## src/rtl/matrix_pkg.sv

```systemverilog
// Shared definitions for the matrix stream reader: default matrix size,
// address width and the reader FSM state encoding.
package matrix_pkg;

  localparam int MAT_DIM    = 10;
  localparam int MAT_ADDR_W = 4;

  typedef enum logic [2:0] {
    IDLE,
    ISSUE,
    CAPTURE,
    HOLD,
    DONE
  } state_t;

endpackage

```

## src/rtl/matrix_addr_counter.sv

```systemverilog
// Row/column index counter for the matrix scan. Wraps within 0..DIM-1.
// Build option: MATRIX_COLMAJOR_EN selects column-major advance
// (row first); otherwise the index advances row-major (column first).
import matrix_pkg::*;

module matrix_addr_counter #(
  parameter int DIM = MAT_DIM
) (
  input  logic                  clk,
  input  logic                  rst,
  input  logic                  clear,
  input  logic                  advance,
  output logic [MAT_ADDR_W-1:0] row,
  output logic [MAT_ADDR_W-1:0] col,
  output logic                  last
);

  localparam logic [MAT_ADDR_W-1:0] MAX_IDX = MAT_ADDR_W'(DIM - 1);

  // Final element is always (DIM-1, DIM-1) regardless of scan order.
  assign last = (row == MAX_IDX) && (col == MAX_IDX);

  // Index register: clear to origin, or step to the next element.
  always_ff @(posedge clk or posedge rst) begin
    if (rst) begin
      row <= '0;
      col <= '0;
    end else if (clear) begin
      row <= '0;
      col <= '0;
    end else if (advance) begin
`ifdef MATRIX_COLMAJOR_EN
      if (row == MAX_IDX) begin
        row <= '0;
        col <= (col == MAX_IDX) ? '0 : col + 1'b1;
      end else begin
        row <= row + 1'b1;
      end
`else
      if (col == MAX_IDX) begin
        col <= '0;
        row <= (row == MAX_IDX) ? '0 : row + 1'b1;
      end else begin
        col <= col + 1'b1;
      end
`endif
    end
  end

endmodule

```

## src/rtl/matrix_stream_reader.sv

```systemverilog
// Scans a DIM x DIM matrix memory one element at a time and presents each
// element on a valid/ready stream with its coordinates.
// Build option: MATRIX_COLMAJOR_EN (column-major scan, see matrix_addr_counter).
//
// state   | meaning
// --------+-------------------------------------------------------------
// IDLE    | waiting for start
// ISSUE   | en_ReadMat high for one cycle at the current index
// CAPTURE | memory data arrives; register it into the output stage
// HOLD    | out_valid high, waiting for out_ready
// DONE    | one-cycle done pulse, then back to IDLE
import matrix_pkg::*;

module matrix_stream_reader #(
  parameter int DATA_WIDTH = 8,
  parameter int DIM        = MAT_DIM
) (
  input  logic                  clk,
  input  logic                  rst,
  input  logic                  start,
  output logic                  busy,
  output logic                  done,
  output logic                  en_ReadMat,
  output logic                  en_WriteMat,
  output logic [MAT_ADDR_W-1:0] rowAddr,
  output logic [MAT_ADDR_W-1:0] colAddr,
  input  logic [DATA_WIDTH-1:0] readData,
  output logic [DATA_WIDTH-1:0] out_data,
  output logic [MAT_ADDR_W-1:0] out_row,
  output logic [MAT_ADDR_W-1:0] out_col,
  output logic                  out_valid,
  input  logic                  out_ready,
  output logic                  out_last
);

  state_t state;
  logic   idx_clear;
  logic   idx_advance;
  logic   idx_last;

  // The reader only ever reads the matrix.
  assign en_WriteMat = 1'b0;

  // Index moves on the edge that leaves IDLE/DONE or accepts a non-final
  // element, so the address is already correct during the following ISSUE.
  assign idx_clear   = ((state == IDLE) && start) || (state == DONE);
  assign idx_advance = (state == HOLD) && out_ready && !idx_last;

  matrix_addr_counter #(
    .DIM (DIM)
  ) u_addr (
    .clk     (clk),
    .rst     (rst),
    .clear   (idx_clear),
    .advance (idx_advance),
    .row     (rowAddr),
    .col     (colAddr),
    .last    (idx_last)
  );

  // Scan sequencer with registered control and stream outputs.
  always_ff @(posedge clk or posedge rst) begin
    if (rst) begin
      state      <= IDLE;
      busy       <= 1'b0;
      done       <= 1'b0;
      en_ReadMat <= 1'b0;
      out_data   <= '0;
      out_row    <= '0;
      out_col    <= '0;
      out_valid  <= 1'b0;
      out_last   <= 1'b0;
    end else begin
      en_ReadMat <= 1'b0;
      done       <= 1'b0;
      case (state)
        IDLE: begin
          if (start) begin
            state      <= ISSUE;
            busy       <= 1'b1;
            en_ReadMat <= 1'b1;
          end
        end
        ISSUE: begin
          state <= CAPTURE;
        end
        CAPTURE: begin
          out_data  <= readData;
          out_row   <= rowAddr;
          out_col   <= colAddr;
          out_last  <= idx_last;
          out_valid <= 1'b1;
          state     <= HOLD;
        end
        HOLD: begin
          if (out_ready) begin
            out_valid <= 1'b0;
            out_last  <= 1'b0;
            if (idx_last) begin
              state <= DONE;
              done  <= 1'b1;
            end else begin
              state      <= ISSUE;
              en_ReadMat <= 1'b1;
            end
          end
        end
        DONE: begin
          state <= IDLE;
          busy  <= 1'b0;
        end
        default: begin
          state <= IDLE;
          busy  <= 1'b0;
        end
      endcase
    end
  end

endmodule

```

## config.mk

```make
export PLATFORM = sky130hd
export DESIGN_NAME = matrix_stream_reader
export DESIGN_NICKNAME = d
export VERILOG_FILES = /design/src/rtl/matrix_pkg.sv /design/src/rtl/matrix_addr_counter.sv /design/src/rtl/matrix_stream_reader.sv
export SDC_FILE = /design/constraint.sdc
export NUM_CORES = 1
export LEC_CHECK = 0
export ABC_AREA = 1
export CAP_MARGIN = 25
export CORE_MARGIN = 1.5
export CORE_UTILIZATION = 33
export CTS_CLUSTER_SIZE = 10
export DETAILED_ROUTE_END_ITERATION = 7
export GPL_ROUTABILITY_DRIVEN = 0
export SLEW_MARGIN = 40
export SYNTH_ARGS = -nofsm -noshare
export SYNTH_HDL_FRONTEND = slang
export SYNTH_HIERARCHICAL = 1
export SYNTH_SLANG_ARGS = --single-unit
```

## constraint.sdc

```tcl
create_clock -name clk -period 2.6 [get_ports clk]
set_clock_uncertainty 0.2 [all_clocks]
set_input_delay 0.52 -clock clk [delete_from_list [all_inputs] [get_ports clk]]
set_output_delay 0.52 -clock clk [all_outputs]
set_load 0.005 [all_outputs]
```

==> results of run 1 <==
-- synth_stat cells --
library cell / count / share of area (%)
o31ai_1: 1 / 0.50
inv_6: 1 / 0.58
dfrtp_1: 32 / 53
inv_2: 6 / 1.5
nand3_2: 2 / 1.3
nand2_4: 1 / 0.75
o21ai_0: 2 / 0.67
conb_1: 1 / 0.25
nor2_2: 1 / 0.42
nand3_1: 9 / 3.0
a21oi_1: 3 / 1.0
o22ai_1: 1 / 0.42
nor2_1: 9 / 2.3
o21bai_4: 1 / 1.3
nor2_4: 1 / 0.75
ha_1: 4 / 3.3
nand4_1: 2 / 0.84
buf_12: 1 / 1.3
inv_1: 11 / 2.8
nand2_1: 70 / 18
o21ai_1: 1 / 0.33
nand2_2: 7 / 2.9
buf_4: 2 / 1.0
a21oi_2: 1 / 0.58
xor2_1: 2 / 1.2
-- cell type report --
| cell class | count | area, um2 | share of cell area, % |
|---|---|---|---|
| clock buffers | 8 | 90.1 | 4.45 |
| flip-flops and latches | 32 | 801 | 39.5 |
| well taps | 52 | 65.1 | 3.21 |
| inverters | 18 | 72.6 | 3.58 |
| repair buffers | 41 | 408 | 20.1 |
| multi-input cells | 119 | 589 | 29.1 |
-- registers in the layout, indices dropped and copies added (netlist names) --
| signal | flops |
|---|---|
| out_last | 1 |
| out_row | 4 |
| u_addr/row | 4 |
| en_ReadMat | 1 |
| busy | 1 |
| u_addr/col | 4 |
| done | 1 |
| out_valid | 1 |
| out_data | 8 |
| out_col | 4 |
| state | 3 |
-- how the worst max path moves through the flow --
stage	from	to	depth (start not counted)
CTS	u_addr/row[2]$_DFFE_PP0P_	rowAddr[2]	1
global route	u_addr/col[1]$_DFFE_PP0P_	u_addr/col[2]$_DFFE_PP0P_	10
floorplan	u_addr/col[1]$_DFFE_PP0P_	u_addr/col[2]$_DFFE_PP0P_	10
global placement	start	u_addr/col[3]$_DFFE_PP0P_	8
detailed placement	out_ready	u_addr/col[3]$_DFFE_PP0P_	8
finish	u_addr/row[2]$_DFFE_PP0P_	rowAddr[2]	1
-- per-stage QoR --
step / hold WS (ns) / instance area [um2] / cells
global route: 0.227 / 2030 / 270
floorplan: 0.136 / 1500 / 172
CTS: 0.210 / 2030 / 270
finish: 0.222 / 2030 / 270
detailed placement: 0.268 / 1940 / 262
global placement: 0.262 / 1940 / 262
-- logic make-up after synthesis --
group                      synth area share [%]
DFF                                        53.5
buffers and inverters                      7.18
AOI/OAI and AO/OA                          4.76
and+or+nand+nor                            29.8
adders and majority gates                  3.34
xor gates and xnor gates                   1.17
other                                     0.250
-- per-layer routing --
metal | GRT usage, % | vias to the layer above
met5 | 0 | -
met4 | 4.49 | 0
met3 | 5.34 | 6
met2 | 18.6 | 34
met1 | 19.1 | 556
li1 | - | 620
-- power by group --
part           switching [uW]  total [uW]  internal (uW)
combinational             460         958            498
sequential                173         862            689
clock                     173         389            216
==> flow_summary.yaml, run 1 <==
status:
  run_status: "completed"
finish:
  fillCellCount: 434
  layout_common_cells: "nand2_1, clkdlybuf4s50_1, dfrtp_1"
  utilization_pct: 46.5
  layout_commonest_cell: "nand2_1"
  final_layout_size_suffix_gt1_share_pct: 12.8
  layout.nets: 233
  number_of_antenna_cells_inserted: 0
  flow.area_growth_from_synthesis_pct: 35.3
critical_path:
  crit_slowest_cell: "clkdlybuf4s50_1"
  largest_delay_share_family_worst_path: "buffers and inverters"
  crit_path_cell_trace: "clkdlybuf4s50_1"
  r2r.worst_path.cells: 10
  critical_path.reg2reg.endpoint: "u_addr/col[2]$_DFFE_PP0P_"
  setup.reg_to_reg.worst_slack_ns: 0.58
  worst_setup_path_end_kind: "output port"
  timing.critical_path.slowest_cell_delay_ns: 0.56
  critical_path.startpoint_type: "flop"
  worst_path_fanout_max: 7
  timing.setup.critical_path_class: "flop to output port"
  worst_r2r_startpoint: "u_addr/col[1]$_DFFE_PP0P_"
  crit_arrival_ns: 1.32
  timing.critical_path.buf_inv: 1
  critical_path_required_ns: 1.88
sta:
  drv_slew: 0
  setup_total_negative_slack_ns: 0
  rsz0062_at_grt: "false"
  report.final.hold_viol_count: 0
  setup_slack_ns: 0.555
  period_minus_slack_ns: 2.04
  achievable-frequency_mhz: 489
  post-route-period-util_pct: 78.7
  finalSetupViolations: 0
power:
  cellPowerDensity_mw_per_mm2: 1090
  fin_total_pwr_uw: 2210
  power.leakage_uw: 0.00101
  vdd.ir_drop.worst_mv: 0.414
clock_tree:
  cts_resized: 0
  cts_post_setup_buffers_inserted: 0
  cts_tree: "built"
  number_of_buffers_inserted_by_hold_repair_at_cts: 0
  numCtsBuffers: 5
  cts_root_buf: "clkbuf_8"
  clkLatencyLatePin_ns: 0.28
  clk_transition_reported_paths_ns: 0.06
  clock_sinks: 32
  clockBufferDepth: 2
  cts.htree.levels: 2
placed_design:
  post-place-ws_ns: 0.496
  half_perimeter_wire_length_of_the_detailed_placement_result_mm: 2.21
  port-buffer-count: 40
routing:
  wire_per_inst_um: 11.6
  ant_nets: 0
  uppermost_metal_layer_occupied_by_signal_nets: "met4"
  met1_length_mm: 1.65
  firstDrtPassIters: 4
  detailroute.wirelength.met2_mm: 1.27
  remaining_drc_errors: 0
  routed-wl-met3_um: 184
  drt_first_iter_violations: 94
  dr_total_vias: 1216
  detail_route.vias_per_cell: 4.50
  wirelength_mm: 3.14
min_path:
  hold_class: "input port to async pin"
logic_synthesis:
  netlist-cell-type-count: 25
  synth_net_count: 188
  yosysWarningCount: 6
  postSynthCellCount: 172
  sequential_to_total_area_share_from_yosys_stat_pct: 53.5
  synth_seq_cells: 32
  mappedNetlistArea_mm2: 0.00150
  post_synth.cell_area_avg_um2: 8.71
grt:
  track_usage_pct: 13.4
  global_route.overflow_total: 0
  grt_max_degree: 24
  grt_pass1_vias: 1094
  global_route_wire_length_before_repair_mm: 5.20
  grt_antenna_before_repair: 0
floorplanning:
  fp-row-count: 24
  io_pins: 42
  fp.coreArea_mm2: 0.00435
  floorplan.die_area_mm2: 0.00495
  die_width_um: 70.4
  floorplan.initialDensity_pct: 34.4
  chipHeight_um: 70.4
flow_run:
  number_of_violations_of_the_max_capacitance_limit: 0
Note: power is estimated with default switching activity, not from simulation.
==> run 2, diff against run 1 <==
- clock period: 2.6 -> 1.95 ns (I/O delays scaled with it)
==> run 2 against run 1 <==
Wire length up 0.48%. Sequential share of layout area decreased by 0.96 points. Largest power group unchanged. Sequential power up 29%. Total power grew 37%. Worst hold slack lost 0.13 ns.
==> flow_summary.yaml, run 2 (synthesis results as in run 1) <==
critical_path:
  worst_r2r_startpoint: "u_addr/col[1]$_DFFE_PP0P_"
  timing.critical_path.slowest_cell_delay_ns: 0.56
  critical_path_required_ns: 1.36
  worst_path_fanout_max: 5
  critical_path.reg2reg.endpoint: "u_addr/col[2]$_DFFE_PP0P_"
  setup.reg_to_reg.worst_slack_ns: 0.17
  crit_arrival_ns: 1.30
  crit_path_cell_trace: "clkdlybuf4s50_1"
  worst_setup_path_end_kind: "output port"
  critical_path.startpoint_type: "flop"
  crit_slowest_cell: "clkdlybuf4s50_1"
  largest_delay_share_family_worst_path: "buffers and inverters"
  timing.critical_path.buf_inv: 1
  r2r.worst_path.cells: 10
  timing.setup.critical_path_class: "flop to output port"
sta:
  finalSetupViolations: 0
  report.final.hold_viol_count: 0
  period_minus_slack_ns: 1.89
  drv_slew: 0
  setup_total_negative_slack_ns: 0
  achievable-frequency_mhz: 530
  rsz0062_at_grt: "false"
  post-route-period-util_pct: 96.8
grt:
  global_route_wire_length_before_repair_mm: 5.26
  grt_pass1_vias: 1077
  track_usage_pct: 13.6
  global_route.overflow_total: 0
  grt_antenna_before_repair: 0
  grt_max_degree: 24
power:
  share_seq_of_total_power_pct: 36.6
  cellPowerDensity_mw_per_mm2: 1450
  vdd.ir_drop.worst_mv: 0.620
  p_int_uw: 1930
  clock_power_share_pct: 17.4
  power.leakage_uw: 0.00104
  share_comb_of_total_power_pct: 46.1
  power.share.switching_pct: 36.0
  netSwitchingPower_uw: 1090
routing:
  remaining_drc_errors: 0
  ant_nets: 0
  drt_first_iter_violations: 96
  wire_per_inst_um: 11.4
  wirelength_mm: 3.16
  dr_total_vias: 1234
  detail_route.vias_per_cell: 4.45
  firstDrtPassIters: 4
clock_tree:
  cts.htree.levels: 2
  clk_transition_reported_paths_ns: 0.07
  cts_post_setup_buffers_inserted: 0
  clockBufferDepth: 2
  number_of_buffers_inserted_by_hold_repair_at_cts: 0
  cts_tree: "built"
  clock_sinks: 32
  numCtsBuffers: 5
  cts_root_buf: "clkbuf_8"
  cts_resized: 0
  clkLatencyLatePin_ns: 0.28
finish:
  layout_commonest_cell: "nand2_1"
  largest_reg_flops: 8
  registers.top_by_ff_count: "out_data"
  fillCellCount: 437
  multi_input_area_um2: 589
  number_of_antenna_cells_inserted: 0
  flow.area_growth_from_synthesis_pct: 38.8
  layout.nets: 240
  post_layout_nonfiller_instances: 277
  seq_area_um2: 802
  layout_common_cells: "nand2_1, clkdlybuf4s50_1, dfrtp_1"
  final_layout_size_suffix_gt1_share_pct: 16.0
placed_design:
  count_of_placed_standard_cells_including_taps: 269
  port-buffer-count: 40
  half_perimeter_wire_length_of_the_detailed_placement_result_mm: 2.21
floorplanning:
  floorplan.initialDensity_pct: 34.4
  chipHeight_um: 70.4
  fp.coreArea_mm2: 0.00435
  fp-row-count: 24
  io_pins: 42
  floorplan.die_area_mm2: 0.00495
  die_width_um: 70.4
flow_run:
  number_of_violations_of_the_max_capacitance_limit: 0
status:
  run_status: "completed"
min_path:
  hold_class: "input port to async pin"
run 2: changes by cell type in the layout (fill, tap and decap cells not counted), sizes merged:
cell / delta
buf: +7
run 2: area by class of cell:
cell class,count,area share [%]
multi-input combinational,119,28.3
inverter,18,3.49
clock buffer,8,4.33
sequential,32,38.6
tap,52,3.13
timing repair buffer,48,22.1
run 2: layer usage:
layer  share of wire, %  track usage (%)  vias to the layer above  wire (um)
li1                   -                -                      632          -
met1                 52             19.6                      558       1650
met2                 41             19.1                       38       1290
met3                5.6             3.90                        6        178
met4                1.1             5.77                        0         36
met5                  0                0                        -          0
run 2: per-stage QoR:
step / utilization [%] / setup WS (ns) / hold WS [ns] / area [um2] / power [uW]
6_report: 47.8 / 0.0615 / 0.0884 / 2080 / 3020
5_1_grt: 47.8 / 0.0133 / 0.0933 / 2080 / 3270
4_1_cts: 47.7 / 0.0172 / 0.0842 / 2080 / 3050
3_5_place_dp: 45.7 / -0.00319 / 0.259 / 1990 / 2520
3_3_place_gp: 45.7 / 0.0239 / 0.257 / 1990 / 2510
2_1_floorplan: - / 0.130 / 0.00566 / 1500 / 1840
run 2: how the worst max path moves through the flow:
stage	startpoint	endpoint	slack, ns	depth (start not counted)
floorplan	u_addr/col[1]$_DFFE_PP0P_	u_addr/col[2]$_DFFE_PP0P_	0.13	10
global placement	start	u_addr/col[3]$_DFFE_PP0P_	0.02	8
detailed placement	start	u_addr/col[3]$_DFFE_PP0P_	-0.003	8
CTS	u_addr/row[2]$_DFFE_PP0P_	rowAddr[2]	0.02	1
global route	u_addr/row[3]$_DFFE_PP0P_	rowAddr[3]	0.01	1
finish	u_addr/col[3]$_DFFE_PP0P_	colAddr[3]	0.06	1
run 2: power groups by stage:
| stage | Combinational, uW | Sequential, uW | Clock (uW) |
|---|---|---|---|
| after floorplan | 694 | 1150 | 0 |
| after global placement | 1400 | 1110 | 0 |
| after detailed placement | 1410 | 1110 | 0 |
| after CTS | 1410 | 1100 | 534 |
| after global routing | 1560 | 1140 | 560 |
| final | 1390 | 1110 | 525 |
